**src/rtl/dmem_interface_if.sv**
```systemverilog
// Memory-side bus of the data memory interface: one outstanding word access,
// held stable by the master until the slave acknowledges.
interface dmem_interface_if;
    logic        mem_req;
    logic        mem_we;
    logic [31:0] mem_addr;
    logic [3:0]  mem_be;
    logic [31:0] mem_wdata;
    logic [31:0] mem_rdata;
    logic        mem_ack;

    modport master (
        output mem_req, mem_we, mem_addr, mem_be, mem_wdata,
        input  mem_rdata, mem_ack
    );

    modport slave (
        input  mem_req, mem_we, mem_addr, mem_be, mem_wdata,
        output mem_rdata, mem_ack
    );
endinterface

```
**src/rtl/dmem_interface.sv**
```systemverilog
// Load/store unit between the core pipeline and a word-wide data memory:
// alignment checking, byte-lane steering, load extension and ack timeout.
module dmem_interface (
    input  logic              clock,
    input  logic              reset,
    input  logic [2:0]        load_control,
    input  logic [1:0]        store_control,
    input  logic [31:0]       addr,
    input  logic [31:0]       wdata,
    output logic [31:0]       rdata,
    output logic              stall,
    output logic              misaligned,
    output logic              bus_error,
    dmem_interface_if.master  mem
);

    typedef enum logic [1:0] {S_IDLE, S_REQ, S_DONE, S_ERR} state_t;

    localparam logic [2:0] LD_NONE = 3'b000;
    localparam logic [2:0] LD_B    = 3'b001;
    localparam logic [2:0] LD_H    = 3'b010;
    localparam logic [2:0] LD_W    = 3'b011;
    localparam logic [2:0] LD_BU   = 3'b100;
    localparam logic [2:0] LD_HU   = 3'b101;
    localparam logic [1:0] ST_B    = 2'b01;
    localparam logic [1:0] ST_H    = 2'b10;
    localparam logic [1:0] ST_W    = 2'b11;
    localparam logic [3:0] WAIT_LAST = 4'd14;

    state_t      state_q, state_d;
    logic [3:0]  wait_q, wait_d;
    logic [2:0]  ld_op_q, ld_op_d;
    logic [1:0]  addr_lo_q, addr_lo_d;
    logic [31:0] rdata_q, rdata_d;
    logic        mem_req_q, mem_req_d;
    logic        mem_we_q, mem_we_d;
    logic [31:0] mem_addr_q, mem_addr_d;
    logic [3:0]  mem_be_q, mem_be_d;
    logic [31:0] mem_wdata_q, mem_wdata_d;
    logic        misaligned_q, misaligned_d;
    logic        bus_error_q, bus_error_d;

    logic        load_valid;
    logic        store_valid;
    logic        req_valid;
    logic        misalign_now;
    logic [3:0]  be_now;
    logic [31:0] wdata_now;

    // Shift the addressed lane down to bit 0, then sign- or zero-extend.
    function automatic logic [31:0] load_extend(input logic [2:0]  op,
                                                input logic [1:0]  lo,
                                                input logic [31:0] word);
        logic [31:0] lane;
        lane = word >> {lo, 3'b000};
        case (op)
            LD_B:    load_extend = {{24{lane[7]}}, lane[7:0]};
            LD_H:    load_extend = {{16{lane[15]}}, lane[15:0]};
            LD_BU:   load_extend = {24'd0, lane[7:0]};
            LD_HU:   load_extend = {16'd0, lane[15:0]};
            default: load_extend = word;
        endcase
    endfunction

    // Codes 110/111 are not loads, so a store alongside them still executes.
    always_comb begin
        load_valid   = (load_control >= LD_B) && (load_control <= LD_HU);
        store_valid  = (store_control != 2'b00);
        req_valid    = load_valid || store_valid;
        misalign_now = 1'b0;
        be_now       = 4'b1111;
        wdata_now    = mem_wdata_q;
        if (load_valid) begin
            case (load_control)
                LD_H, LD_HU: misalign_now = addr[0];
                LD_W:        misalign_now = (addr[1:0] != 2'b00);
                default:     misalign_now = 1'b0;
            endcase
        end else if (store_valid) begin
            case (store_control)
                ST_B: begin
                    be_now    = 4'b0001 << addr[1:0];
                    wdata_now = {4{wdata[7:0]}};
                end
                ST_H: begin
                    misalign_now = addr[0];
                    be_now       = addr[1] ? 4'b1100 : 4'b0011;
                    wdata_now    = {2{wdata[15:0]}};
                end
                default: begin
                    misalign_now = (addr[1:0] != 2'b00);
                    be_now       = 4'b1111;
                    wdata_now    = wdata;
                end
            endcase
        end
    end

    always_comb begin
        state_d      = state_q;
        wait_d       = wait_q;
        ld_op_d      = ld_op_q;
        addr_lo_d    = addr_lo_q;
        rdata_d      = rdata_q;
        mem_req_d    = mem_req_q;
        mem_we_d     = mem_we_q;
        mem_addr_d   = mem_addr_q;
        mem_be_d     = mem_be_q;
        mem_wdata_d  = mem_wdata_q;
        misaligned_d = 1'b0;
        bus_error_d  = 1'b0;
        case (state_q)
            S_IDLE: begin
                if (req_valid) begin
                    ld_op_d   = load_valid ? load_control : LD_NONE;
                    addr_lo_d = addr[1:0];
                    if (misalign_now) begin
                        misaligned_d = 1'b1;
                        state_d      = S_ERR;
                    end else begin
                        state_d     = S_REQ;
                        wait_d      = 4'd0;
                        mem_req_d   = 1'b1;
                        mem_we_d    = !load_valid;
                        mem_addr_d  = {addr[31:2], 2'b00};
                        mem_be_d    = be_now;
                        mem_wdata_d = wdata_now;
                    end
                end
            end
            S_REQ: begin
                if (mem.mem_ack) begin
                    mem_req_d = 1'b0;
                    state_d   = S_DONE;
                    if (ld_op_q != LD_NONE) begin
                        rdata_d = load_extend(ld_op_q, addr_lo_q, mem.mem_rdata);
                    end
                end else if (wait_q == WAIT_LAST) begin
                    // Fifteenth unacknowledged cycle: give up on the access.
                    wait_d      = wait_q + 4'd1;
                    mem_req_d   = 1'b0;
                    bus_error_d = 1'b1;
                    state_d     = S_ERR;
                end else begin
                    wait_d = wait_q + 4'd1;
                end
            end
            S_DONE:  state_d = S_IDLE;
            S_ERR:   state_d = S_IDLE;
            default: state_d = S_IDLE;
        endcase
    end

    always_ff @(posedge clock or posedge reset) begin
        if (reset) begin
            state_q      <= S_IDLE;
            wait_q       <= 4'd0;
            ld_op_q      <= LD_NONE;
            rdata_q      <= 32'd0;
            mem_req_q    <= 1'b0;
            mem_we_q     <= 1'b0;
            mem_addr_q   <= 32'd0;
            mem_be_q     <= 4'd0;
            mem_wdata_q  <= 32'd0;
            misaligned_q <= 1'b0;
            bus_error_q  <= 1'b0;
        end else begin
            state_q      <= state_d;
            wait_q       <= wait_d;
            ld_op_q      <= ld_op_d;
            rdata_q      <= rdata_d;
            mem_req_q    <= mem_req_d;
            mem_we_q     <= mem_we_d;
            mem_addr_q   <= mem_addr_d;
            mem_be_q     <= mem_be_d;
            mem_wdata_q  <= mem_wdata_d;
            misaligned_q <= misaligned_d;
            bus_error_q  <= bus_error_d;
        end
    end

    always_ff @(posedge clock) begin
        addr_lo_q <= addr_lo_d;
    end

    assign stall         = req_valid && ((state_q == S_IDLE) || (state_q == S_REQ));
    assign rdata         = rdata_q;
    assign misaligned    = misaligned_q;
    assign bus_error     = bus_error_q;
    assign mem.mem_req   = mem_req_q;
    assign mem.mem_we    = mem_we_q;
    assign mem.mem_addr  = mem_addr_q;
    assign mem.mem_be    = mem_be_q;
    assign mem.mem_wdata = mem_wdata_q;

endmodule

```
**src/flat_wrapper.sv**
```systemverilog
// flat-port wrapper written by rule: the top's interface ports become plain ports
module dmem_interface_flat 
  (clock, reset, load_control, store_control, addr, wdata, rdata, stall, misaligned, bus_error, mem_mem_req, mem_mem_we, mem_mem_addr, mem_mem_be, mem_mem_wdata, mem_mem_rdata, mem_mem_ack);
  dmem_interface_if mem_i ();
  input  logic clock;
  input  logic reset;
  input  logic [2:0] load_control;
  input  logic [1:0] store_control;
  input  logic [31:0] addr;
  input  logic [31:0] wdata;
  output logic [31:0] rdata;
  output logic stall;
  output logic misaligned;
  output logic bus_error;
  output wire logic [$bits(mem_i.mem_req)-1:0] mem_mem_req;
  output wire logic [$bits(mem_i.mem_we)-1:0] mem_mem_we;
  output wire logic [$bits(mem_i.mem_addr)-1:0] mem_mem_addr;
  output wire logic [$bits(mem_i.mem_be)-1:0] mem_mem_be;
  output wire logic [$bits(mem_i.mem_wdata)-1:0] mem_mem_wdata;
  input wire logic [$bits(mem_i.mem_rdata)-1:0] mem_mem_rdata;
  input wire logic [$bits(mem_i.mem_ack)-1:0] mem_mem_ack;
  assign mem_mem_req = mem_i.mem_req;
  assign mem_mem_we = mem_i.mem_we;
  assign mem_mem_addr = mem_i.mem_addr;
  assign mem_mem_be = mem_i.mem_be;
  assign mem_mem_wdata = mem_i.mem_wdata;
  assign mem_i.mem_rdata = mem_mem_rdata;
  assign mem_i.mem_ack = mem_mem_ack;
  dmem_interface u_core (.clock(clock), .reset(reset), .load_control(load_control), .store_control(store_control), .addr(addr), .wdata(wdata), .rdata(rdata), .stall(stall), .misaligned(misaligned), .bus_error(bus_error), .mem(mem_i));
endmodule
```
**config.mk**
```make
export PLATFORM = sky130hd
export DESIGN_NAME = dmem_interface_flat
export DESIGN_NICKNAME = d
export VERILOG_FILES = /design/src/rtl/dmem_interface_if.sv /design/src/rtl/dmem_interface.sv /design/src/flat_wrapper.sv
export SDC_FILE = /design/constraint.sdc
export NUM_CORES = 1
export LEC_CHECK = 0
export ABC_CLOCK_PERIOD_IN_PS = 3810
export CAP_MARGIN = 20
export CORE_MARGIN = 5
export CORE_UTILIZATION = 44
export CTS_BUF_LIST = sky130_fd_sc_hd__clkbuf_16
export DETAILED_ROUTE_END_ITERATION = 12
export HOLD_SLACK_MARGIN = 0.08
export MAX_ROUTING_LAYER = met4
export PLACE_DENSITY = 0.81
export SYNTH_ARGS = -nofsm -noshare
export SYNTH_HDL_FRONTEND = slang
export SYNTH_SLANG_ARGS = --single-unit
```
**constraint.sdc**
```tcl
create_clock -name clock -period 3.81 [get_ports clock]
set_clock_uncertainty 0.15 [all_clocks]
set_input_delay 0.381 -clock clock [delete_from_list [all_inputs] [get_ports clock]]
set_output_delay 0.381 -clock clock [all_outputs]
set_load 0.01 [all_outputs]
```
# Yosys cells after proc, flatten, opt, wreduce, memory -nomap -nowiden
# Cells that the tools add are included.
[word_totals]
inputBits = 104
mem_count = 0
ram_bits = 0
latch_bits = 0
romBits = 0
ff_bits = 113
[classes]
magnitude_cmp = 2
n_mux = 31
eq_ne = 17
multipliers = 0
shifts = 2
reduce_logical = 19
addsub = 1
div = 0
bitwise_logic = 2
[ops]
columns = ["cell", "n"]
rows = [
  ["$pmux 32 s4", 1],
  ["$pmux 32 s2", 1],
  ["$shr 32x5->16", 1],
  ["$mux 4", 6],
  ["$pmux 4 s2", 2],
  ["$mux 1", 12],
  ["$eq 3x2->1 const B", 3],
  ["$eq 3x3->1 const B", 3],
  ["$mux 2", 4],
  ["$reduce_and 4->1", 2],
  ["$eq 2x2->1 const B", 3],
  ["$pmux 1 s2", 3],
  ["$pmux 2 s3", 1],
  ["$reduce_and 3->1", 2],
  ["$reduce_bool 2->1", 3],
  ["$reduce_and 5->1", 1],
  ["$add 4x1->4 const B", 1],
  ["$eq 2x1->1 const B", 2],
  ["$eq 4x4->1 const B", 1],
  ["$ne 2x2->1 const B", 2],
  ["$reduce_and 2->1", 2],
  ["$reduce_or 2->1", 2],
  ["$shl 1x2->4 const A", 1],
  ["$eq 3x1->1 const B", 1],
  ["11 further kinds", 14],
]

# Depth between registers and ports, before layout
[depth]
word_depth = 7
ltp_mapped = 10
mapped_depth_nobuf = 7

# Least setup slack after synthesis
# No wires, ideal clock.
[synth_timing]
path_kind = "input port to flip-flop"
startpoint = "input store_control[0]"
endpoint = "register u_core.mem_addr_q[10], in the netlist u_core.mem.mem_addr[10]"
required_ns = 3.535
path_stages = 8
arrival_time_ns = 2.150
slack_ns = 1.385
path_cell_list = "inv_1 -> ha_1 -> clkbuf_1 -> or2_0 -> o221a_2 -> o211ai_2 -> buf_4 -> mux2_2"
[synth_between]
elab_chain_len = 6
elab_cells_between_ends = 9
[synth_rtl]
columns = ["item", "line_no", "source"]
rows = [
  ["start, declared", "flat_wrapper.sv:8", "input logic [1:0] store_control;"],
  ["$eq 2x2->1 or $eq 2x1->1 (tied branches)", "dmem_interface.sv:80", "case (store_control)"],
  ["$pmux 1 s2", "dmem_interface.sv:80", ""],
  ["$mux 1", "dmem_interface.sv:79", "end else if (store_valid) begin"],
  ["$mux 1", "dmem_interface.sv:73", "if (load_valid) begin"],
  ["$not 1->1 (no line)", "n/a", ""],
  ["$reduce_and 3->1 (no line) (*)", "n/a", ""],
  ["end signal, assigned", "dmem_interface.sv:174", "mem_addr_q <= mem_addr_d;"],
  ["end, declared", "dmem_interface.sv:37", "logic [31:0] mem_addr_q, mem_addr_d;"],
]
# Mark *: on every way between the ends. The rest lies on a longest branch, timed or not.
# A chain may end at the register's enable or synchronous reset.

# Final worst setup path
[layout_timing]
startpoint = "input load_control[2]"
endpoint = "output stall"
[layout_between]
elab_chain_len = 4
elab_cells_between_ends = 5
[layout_rtl]
columns = ["item", "line_no", "source"]
rows = [
  ["start, declared", "flat_wrapper.sv:7", "input logic [2:0] load_control;"],
  ["$ge 3x1->1 or $le 3x3->1 (tied branches)", "dmem_interface.sv:67", "load_valid = (load_control >= LD_B) && (load_control <= LD_HU);"],
  ["$logic_and 1x1->1 (*)", "dmem_interface.sv:67", ""],
  ["$logic_or 1x1->1 (*)", "dmem_interface.sv:69", "req_valid = load_valid || store_valid;"],
  ["$logic_and 1x1->1 (*)", "dmem_interface.sv:186", "assign stall = req_valid && ((state_q == S_IDLE) || (state_q == S_REQ));"],
  ["end, declared", "flat_wrapper.sv:12", "output logic stall;"],
]
# Marked as above.

==> key figures <==
Global routing
  – GRT overflow: 0
  – Largest net degree at the start of global routing: 112
  – Initial antenna violation count: 0
  – Vias in the first global route: 4875
  – Overall Global Routing Usage: 0.2299
  – First-pass GRT wire length: 25.45 mm

Setup path
  – Crit path from: load_control[2]
  – Worst EP required: 3280 ps
  – CP endpoint kind: output pin
  – Data arrival time of the worst path: 2280 ps
  – R2R Path Start: u_core.addr_lo_q[0]
  – Reg2Reg Depth: 5
  – Reg2Reg Setup Slack: 1170 ps
  – Crit path kind: in -> out
  – CP endpoint: stall
  – Critical path peak fanout: 6
  – Worst setup SP type: input pin
  – Reg-to-reg critical path endpoint: u_core.rdata[13]

Logic synthesis
  – Post-synth top area share: 0.5263
  – Cell with the most instances after synthesis: dfrtp_1
  – Syn. warnings: 0
  – Syn_area_per_cell: 10.15 sq um
  – Flops & latches, synth: 113
  – Post-synth EDFFs: 2
  – Synth cell count leaders: dfrtp_1 (111), nand2_1 (76), o21ai_0 (76)
  – Yosys top cell by area: dfrtp_1
  – Distinct cells, synth: 49
  – Top_reg_cell synth: dfrtp_1
  – Area contributors post-synth: dfrtp_1 (53%), mux2_2 (8.1%), o21ai_0 (7.2%)
  – Register area share after synthesis: 0.5377
  – Ys async rst share: 0.9823
  – Cell area after synthesis: 5278 sq um
  – Post-Synthesis Cells: 520

Die
  – Core area: 11860 sq um
  – # IOs: 209
  – Die area: 14290 sq um
  – Initial Util: 0.4449
  – Row cnt: 40
  – Chip width: 119.5 um
  – Die height: 119.5 um

Min path
  – Worst Hold Class: in -> async

Detailed routing
  – Via/cell ratio: 5.420
  – Drt first pass iters: 5
  – # DRC: 0
  – Via Count: 4775
  – DR WL/cell: 17.89 um
  – Antenna Nets Post-Route: 0
  – Drt total wl: 15.77 mm
  – Initial DRC count: 445

Final layout
  – Ant. Diodes: 0
  – # nets final: 830
  – Layout area overhead: 53.58%
  – Share of cells above drive strength 1: 0.1144
  – Non-filler cells in the finished layout: 881

STA
  – FMAX: 355.6 MHz
  – Slew Limit Fails: 0
  – Endpoints failing setup: 0
  – Worst Tran Pin Value: 843.5 ps
  – Min Tclk post-route: 2812 ps
  – Fin. Hold Viols: 0
  – Tcrit/Tclk final: 0.7380
  – RSZ-0062 raised after global routing: false
  – Worst slew margin: 0.4377
  – TNS Setup: 0 ps

Clock tree
  – CTS tree: built
  – # clock sinks: 113
  – CTS Buffer Depth: 2
  – Post-CTS resize count: 0
  – Worst-Skew Late Latency: 410 ps
  – Max H-tree Level: 4
  – CTS root buf: clkbuf_16
  – Post-CTS Hold Fix Bufs: 0
  – Post-CTS Setup Bufs: 0
  – Clk slew on worst S/H paths: 50 ps
  – TritonCTS Buffers: 17

Power and ir drop
  – LEAKAGE: 3.432 nW
  – PwrDens: 843.1 nW/um^2
  – Max VDD drop: 0.0003865 V

Placed design
  – HPWL Detailed: 11.55 mm
  – Placed Cells: 849
  – Number of port buffers: 206
  – Placer congestion estimate: 0.9163

Status
  – Status: complete, no violations

Job
  – Total of max-cap violations: 0
[how the worst min path moves through the flow]
| stage | start | to | slack, ps |
|---|---|---|---|
| floorplan | u_core.state_q[1] | u_core.state_q[1] | 320 |
| global placement | u_core.mem.mem_wdata[19] | u_core.mem.mem_wdata[19] | 310 |
| detailed placement | u_core.mem.mem_wdata[24] | u_core.mem.mem_wdata[24] | 330 |
| CTS | u_core.rdata[2] | u_core.rdata[2] | 340 |
| global route | u_core.rdata[8] | u_core.rdata[8] | 360 |
| finish | reset | u_core.mem.mem_wdata[26] | 320 |
[per-layer routing]
layer / share of wire / routed length, um / global-route usage / up-vias
met4: 0.025 / 391 / 0.08590 / 0
met2: 0.47 / 7410 / 0.3570 / 257
met5: 0 / 0 / - / -
met3: 0.097 / 1534 / 0.07681 / 32
met1: 0.41 / 6429 / 0.2812 / 2263
li1: - / - / - / 2223
[registers in the layout, summed over array words and instances (netlist names), 2 cells and up]
register / cells
u_core.addr_lo_q: 2
u_core.ld_op_q: 3
u_core.mem.mem_addr: 30
u_core.mem.mem_be: 4
u_core.mem.mem_wdata: 32
u_core.rdata: 32
u_core.state_q: 2
u_core.wait_q: 4
[stage by stage]
step | total power, mW | hold slack, ps | setup WS [ps] | utilization | cell area [sq um]
6_report | 6.833 | 323.8 | 998.1 | 0.6833 | 8105
4_1_cts | 6.886 | 340.4 | 1017 | 0.6833 | 8105
5_1_grt | 7.232 | 360.7 | 883.2 | 0.6833 | 8105
3_3_place_gp | 5.025 | 311.4 | 780.4 | 0.6293 | 7465
3_5_place_dp | 5.126 | 325.5 | 711.5 | 0.6293 | 7465
2_1_floorplan | 3.540 | 321.1 | 348.3 | - | 5281
[where the power goes]
part	switching [mW]	internal, mW	total, mW	leakage [nW]
clock	0.559	1.15	1.71	0.302
sequential	0.397	1.79	2.19	1.36
combinational	1.32	1.61	2.93	1.77
[worst max-delay path, stage by stage]
cell	delay, ps
clkdlybuf4s50_1	530
and2_1	250
o21ai_1	340
nor2b_1	220
clkdlybuf4s50_1	560
[kinds of logic after synthesis]
logic type	Yosys count	share of synthesized area
multiplexers	56	0.1178
adder cells (fa/ha/maj)	5	0.01185
buffers and inverters	41	0.03508
flip-flops	113	0.5377
other	1	0.0007106
AND/OR/NAND/NOR	155	0.1299
AO/OA/AOI/OAI	149	0.1669
[placed cells by master, fill, tap and decap left out, types with 3 or more instances in the layout]
cell type / count
dfrtp_1: 111
a21oi_1: 29
nor2b_1: 11
clkinvlp_4: 3
mux2i_1: 16
o21ai_0: 76
inv_1: 8
o22ai_1: 8
clkbuf_16: 17
buf_4: 5
nor3b_1: 3
bufinv_16: 5
a2bb2oi_1: 8
nor2_1: 43
nand3_1: 3
nand2_1: 76
clkinv_1: 3
clkdlybuf4s50_1: 206
mux2_2: 38
ha_1: 5
a22oi_1: 8
o21a_1: 3
nand2b_1: 4
o22a_1: 3
[area by class of cell]
class                   instances  area, sq um
clock buffers                  17        425.4
flip-flops and latches        113         2838
repair buffers                213         2140
inverters                       9        36.28
well taps                     147        183.9
clock inverters                15        215.2
fillers                       912         3756
multi-input cells             367         2267
Note: power is estimated with default switching activity, not from simulation.
